`src/rtl/dma_snd_shifter.sv`:
```
// rtl/dma_snd_shifter.sv - DMA sound FIFO and sample shifter; optional status flags via DMA_SND_STATUS_EN
module dma_snd_shifter (
   input  logic        clk32,
   input  logic        res,
   input  logic        play,
   input  logic        mono,
   input  logic [1:0]  srate,
   input  logic        sload_n,
   input  logic [15:0] din,
   output logic        sreq,
   output logic [7:0]  left,
   output logic [7:0]  right,
   output logic        sstb,
   output logic        ovf,
   output logic        udr
);

   logic [15:0] fifo_mem [4];
   logic [1:0]  wr_ptr;
   logic [1:0]  rd_ptr;
   logic [2:0]  level;
   logic [2:0]  level_next;
   logic [12:0] count;
   logic [12:0] terminal;
   logic        sload_prev;
   logic        byte_ptr;
   logic        tick;
   logic        have_data;
   logic        write_req;
   logic        write_ok;
   logic        pop;
   logic [15:0] head;
   logic [7:0]  mono_byte;

   assign head      = fifo_mem[rd_ptr];
   assign mono_byte = byte_ptr ? head[7:0] : head[15:8];

   // Terminal count per sample rate, plus tick/write/pop decisions for this cycle
   always_comb begin
      terminal = 13'd5119;
      case (srate)
         2'd0: terminal = 13'd5119;
         2'd1: terminal = 13'd2559;
         2'd2: terminal = 13'd1279;
         2'd3: terminal = 13'd639;
         default: terminal = 13'd5119;
      endcase
      // >= rather than == so a lowered terminal mid-count fires at once instead of wrapping
      tick       = play && (count >= terminal);
      have_data  = (level != 3'd0);
      write_req  = play && !sload_n && sload_prev;
      // Mono only releases the word once its low byte has been played
      pop        = tick && have_data && (!mono || byte_ptr);
      // A full FIFO still takes a write when the head leaves on the same cycle
      write_ok   = write_req && ((level != 3'd4) || pop);
      level_next = play ? (level + {2'b00, write_ok} - {2'b00, pop}) : 3'd0;
   end

   // Sample-rate prescaler, parked at zero while stopped
   always_ff @(posedge clk32) begin
      if (res || !play || tick) begin
         count <= 13'd0;
      end else begin
         count <= count + 13'd1;
      end
   end

   // Edge detector on the word strobe so a long low pulse writes only once
   always_ff @(posedge clk32) begin
      if (res) begin
         sload_prev <= 1'b1;
      end else begin
         sload_prev <= sload_n;
      end
   end

   // FIFO storage; contents need no reset because level gates every read
   always_ff @(posedge clk32) begin
      if (write_ok) begin
         fifo_mem[wr_ptr] <= din;
      end
   end

   // FIFO pointers, fill level and mono byte pointer
   always_ff @(posedge clk32) begin
      if (res || !play) begin
         wr_ptr   <= 2'd0;
         rd_ptr   <= 2'd0;
         level    <= 3'd0;
         byte_ptr <= 1'b0;
      end else begin
         level <= level_next;
         if (write_ok) begin
            wr_ptr <= wr_ptr + 2'd1;
         end
         if (pop) begin
            rd_ptr <= rd_ptr + 2'd1;
         end
         if (tick && have_data && mono) begin
            byte_ptr <= ~byte_ptr;
         end
      end
   end

   // Sample output register, updated the cycle after a tick that found data
   always_ff @(posedge clk32) begin
      if (res) begin
         left  <= 8'd0;
         right <= 8'd0;
         sstb  <= 1'b0;
      end else begin
         sstb <= 1'b0;
         if (tick && have_data) begin
            sstb <= 1'b1;
            if (mono) begin
               left  <= mono_byte;
               right <= mono_byte;
            end else begin
               left  <= head[15:8];
               right <= head[7:0];
            end
         end
      end
   end

   // Request more words while at most two are buffered after this cycle
   always_ff @(posedge clk32) begin
      if (res) begin
         sreq <= 1'b0;
      end else begin
         sreq <= play && (level_next <= 3'd2);
      end
   end

`ifdef DMA_SND_STATUS_EN
   // Sticky overflow/underrun flags, cleared only by reset
   always_ff @(posedge clk32) begin
      if (res) begin
         ovf <= 1'b0;
         udr <= 1'b0;
      end else begin
         if (write_req && !write_ok) begin
            ovf <= 1'b1;
         end
         if (tick && !have_data) begin
            udr <= 1'b1;
         end
      end
   end
`else
   assign ovf = 1'b0;
   assign udr = 1'b0;
`endif

endmodule

```
`config.mk`:
```
export PLATFORM = sky130hd
export DESIGN_NAME = dma_snd_shifter
export DESIGN_NICKNAME = d
export VERILOG_FILES = /design/src/rtl/dma_snd_shifter.sv
export SDC_FILE = /design/constraint.sdc
export NUM_CORES = 1
export LEC_CHECK = 0
export ABC_AREA = 0
export BUFFER_PORTS_ARGS = -buffer_cell sky130_fd_sc_hd__buf_2
export CAP_MARGIN = 0
export CORE_ASPECT_RATIO = 2
export CORE_MARGIN = 3
export CORE_UTILIZATION = 40
export CTS_BUF_LIST = sky130_fd_sc_hd__clkbuf_8 sky130_fd_sc_hd__clkbuf_16
export CTS_CLUSTER_DIAMETER = 40
export DETAILED_ROUTE_END_ITERATION = 8
export PLACE_DENSITY = 0.59
export SYNTH_ARGS = -nofsm -noshare
export SYNTH_HDL_FRONTEND = slang
export SYNTH_SLANG_ARGS = --single-unit
```
`constraint.sdc`:
```
create_clock -name clk32 -period 5.58 [get_ports clk32]
set_clock_uncertainty 0.1 [all_clocks]
set_input_delay 0.279 -clock clk32 [delete_from_list [all_inputs] [get_ports clk32]]
set_output_delay 0.279 -clock clk32 [all_outputs]
set_load 0.01 [all_outputs]
```
; Yosys cells after proc, flatten, opt, wreduce, memory -nomap -nowiden
; Memory sizes are Yosys's and may differ from the RTL's. A register that Yosys moved wholly into a read port is not among the register bits.
; Cells that the tools add are included.
[word_totals]
memories = 1
register_bits = 40
out_inout_bits = 20
in_bits = 23
ramBits = 64
wordCells = 50
[memory_table]
columns = memory, depth, word_bits, rd, rd_clocked_by_memory_dff, wr, line
row1 = fifo_mem, 4, 16, 1, 1, 1, 18  ; logic [15:0] fifo_mem [4];
[classes]
bitwise_logic = 1
n_reduce_logical = 17
order_cmp = 2
eq_ne = 4
add_sub_neg = 5
n_mux = 10
[op_table]
columns = cell, n
row1 = case mux 13 bit (4 select lines), 1
row2 = two-way mux 8 bit, 3
row3 = "adder 13 x 1 -> 13 bit, second input constant", 1
row4 = greater-or-equal comparator 13 bit, 1
row5 = logical AND 1 bit, 8
row6 = "adder 2 x 1 -> 2 bit, second input constant", 2
row7 = "== test 2 bit, second input constant", 2
row8 = logical OR 1 bit, 4
row9 = two-way mux 2 bit, 2
row10 = adder 3 x 1 -> 3 bit, 1
row11 = "<= comparator 3 x 2 -> 1 bit, second input constant", 1
row12 = logical NOT 1 bit, 3
row13 = two-way mux 1 bit, 3
row14 = two-way mux 3 bit, 1
row15 = "!= test 3 bit, second input constant", 1
row16 = nonzero test 3 bit, 1
row17 = subtractor 3 x 1 -> 3 bit, 1
row18 = "== test 2 x 1 -> 1 bit, second input constant", 1
row19 = logical NOT 2 bit, 1
row20 = NOT 1 bit, 1

; Longest topological paths before layout
[logic_depth]
depth_word = 13
ltp_mapped = 15
depth_no_buf = 15

; Least setup slack after synthesis
; No wires, ideal clock.
[synth_timing]
kind = input port to flip-flop
from = input port srate[0]
to = register sreq
t_arrival_ps = 2935
n_path_buf = 0
setup_time_ps = 115
required_ps = 5365
path_stages = 14
path_slack_ps = 2430
cell_sequence = inv_1 -> ha_1 -> ha_1 -> nand4_1 -> nor4_4 -> nor3_1 -> a21boi_2 -> inv_1 -> ha_1 -> inv_1 -> ha_1 -> fa_1 -> nand2_1 -> and3_1
[synth_via]
elab_chain_len = 13
word_cells_on_any_way = 16
cone_classes = add/sub (2) / order compare (2) / eq/ne (3) / mux (2) / reduce/logical (7)
[synth_lines]
columns = item, line
row1 = from (decl), 7  ; input logic [1:0] srate,
row2 = "== test 2 bit, or another cell as far along", 41  ; case (srate)
row3 = case mux 13 bit (4 select lines) (*), 41
row4 = greater-or-equal comparator 13 bit (*), 49  ; tick = play && (count >= terminal);
row5 = logical AND 1 bit (*), 49
row6 = logical AND 1 bit (*) (2 in series), 53  ; pop = tick && have_data && (!mono || byte_ptr);
row7 = logical OR 1 bit, 55  ; write_ok = write_req && ((level != 3'd4) || pop);
row8 = logical AND 1 bit, 55
row9 = adder 3 x 1 -> 3 bit, 56  ; level_next = play ? (level + {2'b00, write_ok} - {2'b00, pop}) : 3'd0;
row10 = subtractor 3 x 1 -> 3 bit (*), 56
row11 = two-way mux 3 bit (*), 56
row12 = <= comparator 3 x 2 -> 1 bit (*), 131  ; sreq <= play && (level_next <= 3'd2);
row13 = logical AND 1 bit (*), 131
row14 = to (signal assigned), 131
row15 = to (decl), 10  ; output logic sreq,
; Mark *: on every way between the ends. The rest lies on a longest branch, timed or not. The select of a mux whose other input is x is not followed.
; A chain may end at the register's enable or synchronous reset.

; Final worst setup path
[layout_timing]
from = input port srate[1]
to = register sreq
; Same word-level chain as after synthesis.

==> implementation parameters <==
Parameter                              Value

Placed design
  Gpl congestion ... around 0.70
  Total instance count after detailed placement ... roughly 480
  Half-perimeter wire length after detailed placement ... between 5000 and 6000 um
  Number of buffer cells added on primary ports ... 40
  Placed standard-cell area ... between 4000 and 5000 um^2

Finish
  Layout cell share with drive strength beyond 1 ... 0.244
  Total Nets Final ... around 390
  Final Instance Count excl. Fillers ... between 400 and 500
  Post-route cell area ... slightly above 5000 um^2
  Diode insertion count for antenna repair ... 0
  Area Growth Syn to Fin ... 13.3%

Timing
  Minimum period implied by the final worst setup slack ... approximately 3.2 ns
  Max Freq ... approximately 0.32 GHz
  Max Transition Viols Final ... 0
  Transition time of the tightest slew-check pin ... a little over 1 ns
  Final-report hold violation count ... 0
  Worst slew margin ... 0.314
  Setup TNS ... 0 ns
  RSZ-0062 raised after global routing ... no
  Setup Viol. Count Final ... 0
  Share of the clock period used by the worst path ... 0.569

Drt
  Count of TritonRoute iterations in the first routing pass ... 4
  Wire length per cell after detailed routing ... between 15 and 20 um
  Number of routed nets with antenna violations ... 0
  DRC viols ... 0
  Number of DRC violations after detailed-routing iteration 0 ... 86
  Via count ... between 2,000 and 3,000
  Total wirelength of the detailed-routed design ... 8370 um
  Per-cell via count in the routed design ... just over 5

Clock network
  Clock sink count ... around 110
  Number of H-tree levels ... 3
  Clock root buffer ... sky130_fd_sc_hd__clkbuf_16
  Buffer count from post-CTS setup fixing ... 0
  Number of buffers on the longest clock path ... 2
  Clock latency of the later-clocked register in the worst-skew pair ... 0.34 ns
  Number of buffers inserted during clock tree synthesis ... 9
  Clock-pin slew on the worst setup and hold paths ... about 0.070 ns
  Quantity of hold-fixing buffers added after cts ... 0
  Resize count post-CTS ... 0
  TritonCTS clock tree ... built

GRT
  Number of global-route vias before repair ... ~2,700
  Pin count of the biggest net entering global routing ... 23
  Number of antenna violations at the first check in global routing ... 0
  Overflow after GRT ... 0
  GRT Resource Usage Total ... 0.148
  First-pass GRT wire length ... approximately 14,000 um

Pwr
  Leakage power of the design ... 1.97 nW
  PD cells ... approximately 290 nW/um^2
  IR drop worst, VDD ... approximately 220 uV
  Total power after layout ... 1.48 mW

Yosys
  Commonest cells post-synth ... sky130_fd_sc_hd__edfxtp_1 (64), sky130_fd_sc_hd__dfxtp_1 (42), sky130_fd_sc_hd__nor2_1 (37)
  Part of the Yosys area used for sequential elements ... 0.615
  Register bit count reported by yosys ... about 110
  Post-synth EDFFs ... between 60 and 70
  Share of flip-flops with an asynchronous set or reset after synthesis ... 0
  Number of unique standard cell types used by synthesis ... 39
  Netlist Area Pre-Place ... approximately 4500 um^2
  Area contributors post-synth ... sky130_fd_sc_hd__edfxtp_1 (43%), sky130_fd_sc_hd__dfxtp_1 (19%), sky130_fd_sc_hd__mux4_1 (5.9%)
  Cell with the most instances after synthesis ... sky130_fd_sc_hd__edfxtp_1
  Instance count of the mapped netlist ... around 310
  Commonest register cell after synthesis ... sky130_fd_sc_hd__edfxtp_1
  Number of synthesis warnings ... 0
  Average cell area after synthesis ... around 15 um^2
  Share of Yosys cell area claimed by the top area cell type ... 0.428
  Largest area contributor in the netlist ... sky130_fd_sc_hd__edfxtp_1

Hold path
  Worst hold path type ... input pin to flop

Worst setup path
  Arrival @ worst endpoint ... around 3.3 ns
  Worst setup EP type ... flop
  Nature of the critical path startpoint ... input pin
  Worst R2R Setup Slack ... 2.41 ns
  Worst setup path category ... input pin to flop
  Largest fanout on the critical path ... 7
  Data required, critical path ... about 5.7 ns

Floorplanning
  Placement row count ... 54
  Area of the core region ... about 11,000 um^2
  Chip Width ... 80.9 um
  Vert. Die Dim ... between 150 and 200 um
  Number of top-level pins ... between 40 and 50
  Area of the die ... between 10,000 and 15,000 um^2
  Initial core utilization ... 0.410

Status
  Run status ... finished, final reports clean

Run
  Count of maximum capacitance violations ... 0
## flip-flops by register name (all words and copies together), names as in the netlist, named ones only
signal      count
byte_ptr        1
count          13
left            8
level           3
rd_ptr          2
sload_prev      1
sreq            1
fifo_mem       64
wr_ptr          2
sstb            1
right           8
## worst paths after layout
path	cells after the start	startpoint	end
worst max-delay path	15	srate[1]	sreq$_SDFF_PP0_
worst min-delay path	1	din[4]	fifo_mem[3][4]$_DFFE_PP_
worst max register to register	12	count[9]$_SDFF_PP0_	sreq$_SDFF_PP0_
worst min register to register	1	count[0]$_SDFF_PP0_	count[0]$_SDFF_PP0_
## cells by family after synthesis
group	Yosys count	synth area share
other cells	1	0.000835
simple gates	78	0.0847
mux	50	0.169
compound gates	16	0.0237
flops	106	0.615
buf+inv	25	0.0290
fa+ha+maj	18	0.0518
xor+xnor	13	0.0254
## layout by cell type, fill, tap and decap left out, types with 2 or more instances in the layout
cell and instances:
sky130_fd_sc_hd__buf_2 40, sky130_fd_sc_hd__nor2b_1 2, sky130_fd_sc_hd__edfxtp_1 64, sky130_fd_sc_hd__and2_1 6, sky130_fd_sc_hd__o21ai_0 2, sky130_fd_sc_hd__mux4_2 6
sky130_fd_sc_hd__and3_1 3, sky130_fd_sc_hd__nand2_1 10, sky130_fd_sc_hd__clkbuf_16 9, sky130_fd_sc_hd__nor3_1 3, sky130_fd_sc_hd__nand3_1 8, sky130_fd_sc_hd__mux2i_1 17
sky130_fd_sc_hd__conb_1 2, sky130_fd_sc_hd__a21oi_1 8, sky130_fd_sc_hd__buf_4 2, sky130_fd_sc_hd__mux4_1 10, sky130_fd_sc_hd__xnor2_1 8, sky130_fd_sc_hd__ha_1 17
sky130_fd_sc_hd__inv_1 12, sky130_fd_sc_hd__or2_2 2, sky130_fd_sc_hd__nor2_1 37, sky130_fd_sc_hd__mux2_2 17, sky130_fd_sc_hd__clkinv_4 3, sky130_fd_sc_hd__dfxtp_1 42
sky130_fd_sc_hd__xor2_1 5
## metal layers
layer	track usage	share of wire	vias to the layer above
li1	-	-	1214
met1	0.163	0.39	1238
met2	0.270	0.56	44
met3	0.0329	0.034	10
met4	0.0532	0.016	0
met5	0	0	-
## power by group
group          switching, mW  leakage, nW  total [mW]  internal (mW)
clock network          0.281        0.135       0.587          0.306
registers            0.00264        0.919       0.839          0.837
logic                 0.0305        0.912      0.0524         0.0219
total                  0.315         1.97        1.48           1.16
## cell type report
class                      instances  area, um^2
tap                              140         175
inverter                          12        45.0
multi-input combinational        177        1610
clock inverter                     7        53.8
timing repair buffer              42         215
sequential                       106        2760
fill                            1000        5860
clock buffer                       9         225
## through the flow
step                       util  worst slack, ns  hold slack [ns]
after CTS                 0.465             2.38           0.0336
after floorplan               -             2.43            0.278
final                     0.465             2.41           0.0442
after global placement    0.439             2.10            0.345
after detailed placement  0.439             2.03            0.361
after global routing      0.465             2.19           0.0394
## critical path: stages
cell	delay [ns]
sky130_fd_sc_hd__buf_2	0.12
sky130_fd_sc_hd__inv_1	0.06
sky130_fd_sc_hd__ha_1	0.27
sky130_fd_sc_hd__ha_1	0.28
sky130_fd_sc_hd__nand4_1	0.17
sky130_fd_sc_hd__nor4_4	0.41
sky130_fd_sc_hd__nor3_1	0.15
sky130_fd_sc_hd__a21boi_2	0.32
sky130_fd_sc_hd__inv_1	0.08
sky130_fd_sc_hd__ha_1	0.28
sky130_fd_sc_hd__inv_1	0.04
sky130_fd_sc_hd__ha_1	0.18
sky130_fd_sc_hd__fa_1	0.49
sky130_fd_sc_hd__nand2_1	0.04
sky130_fd_sc_hd__and3_1	0.16
(Power assumes the default switching activity.)
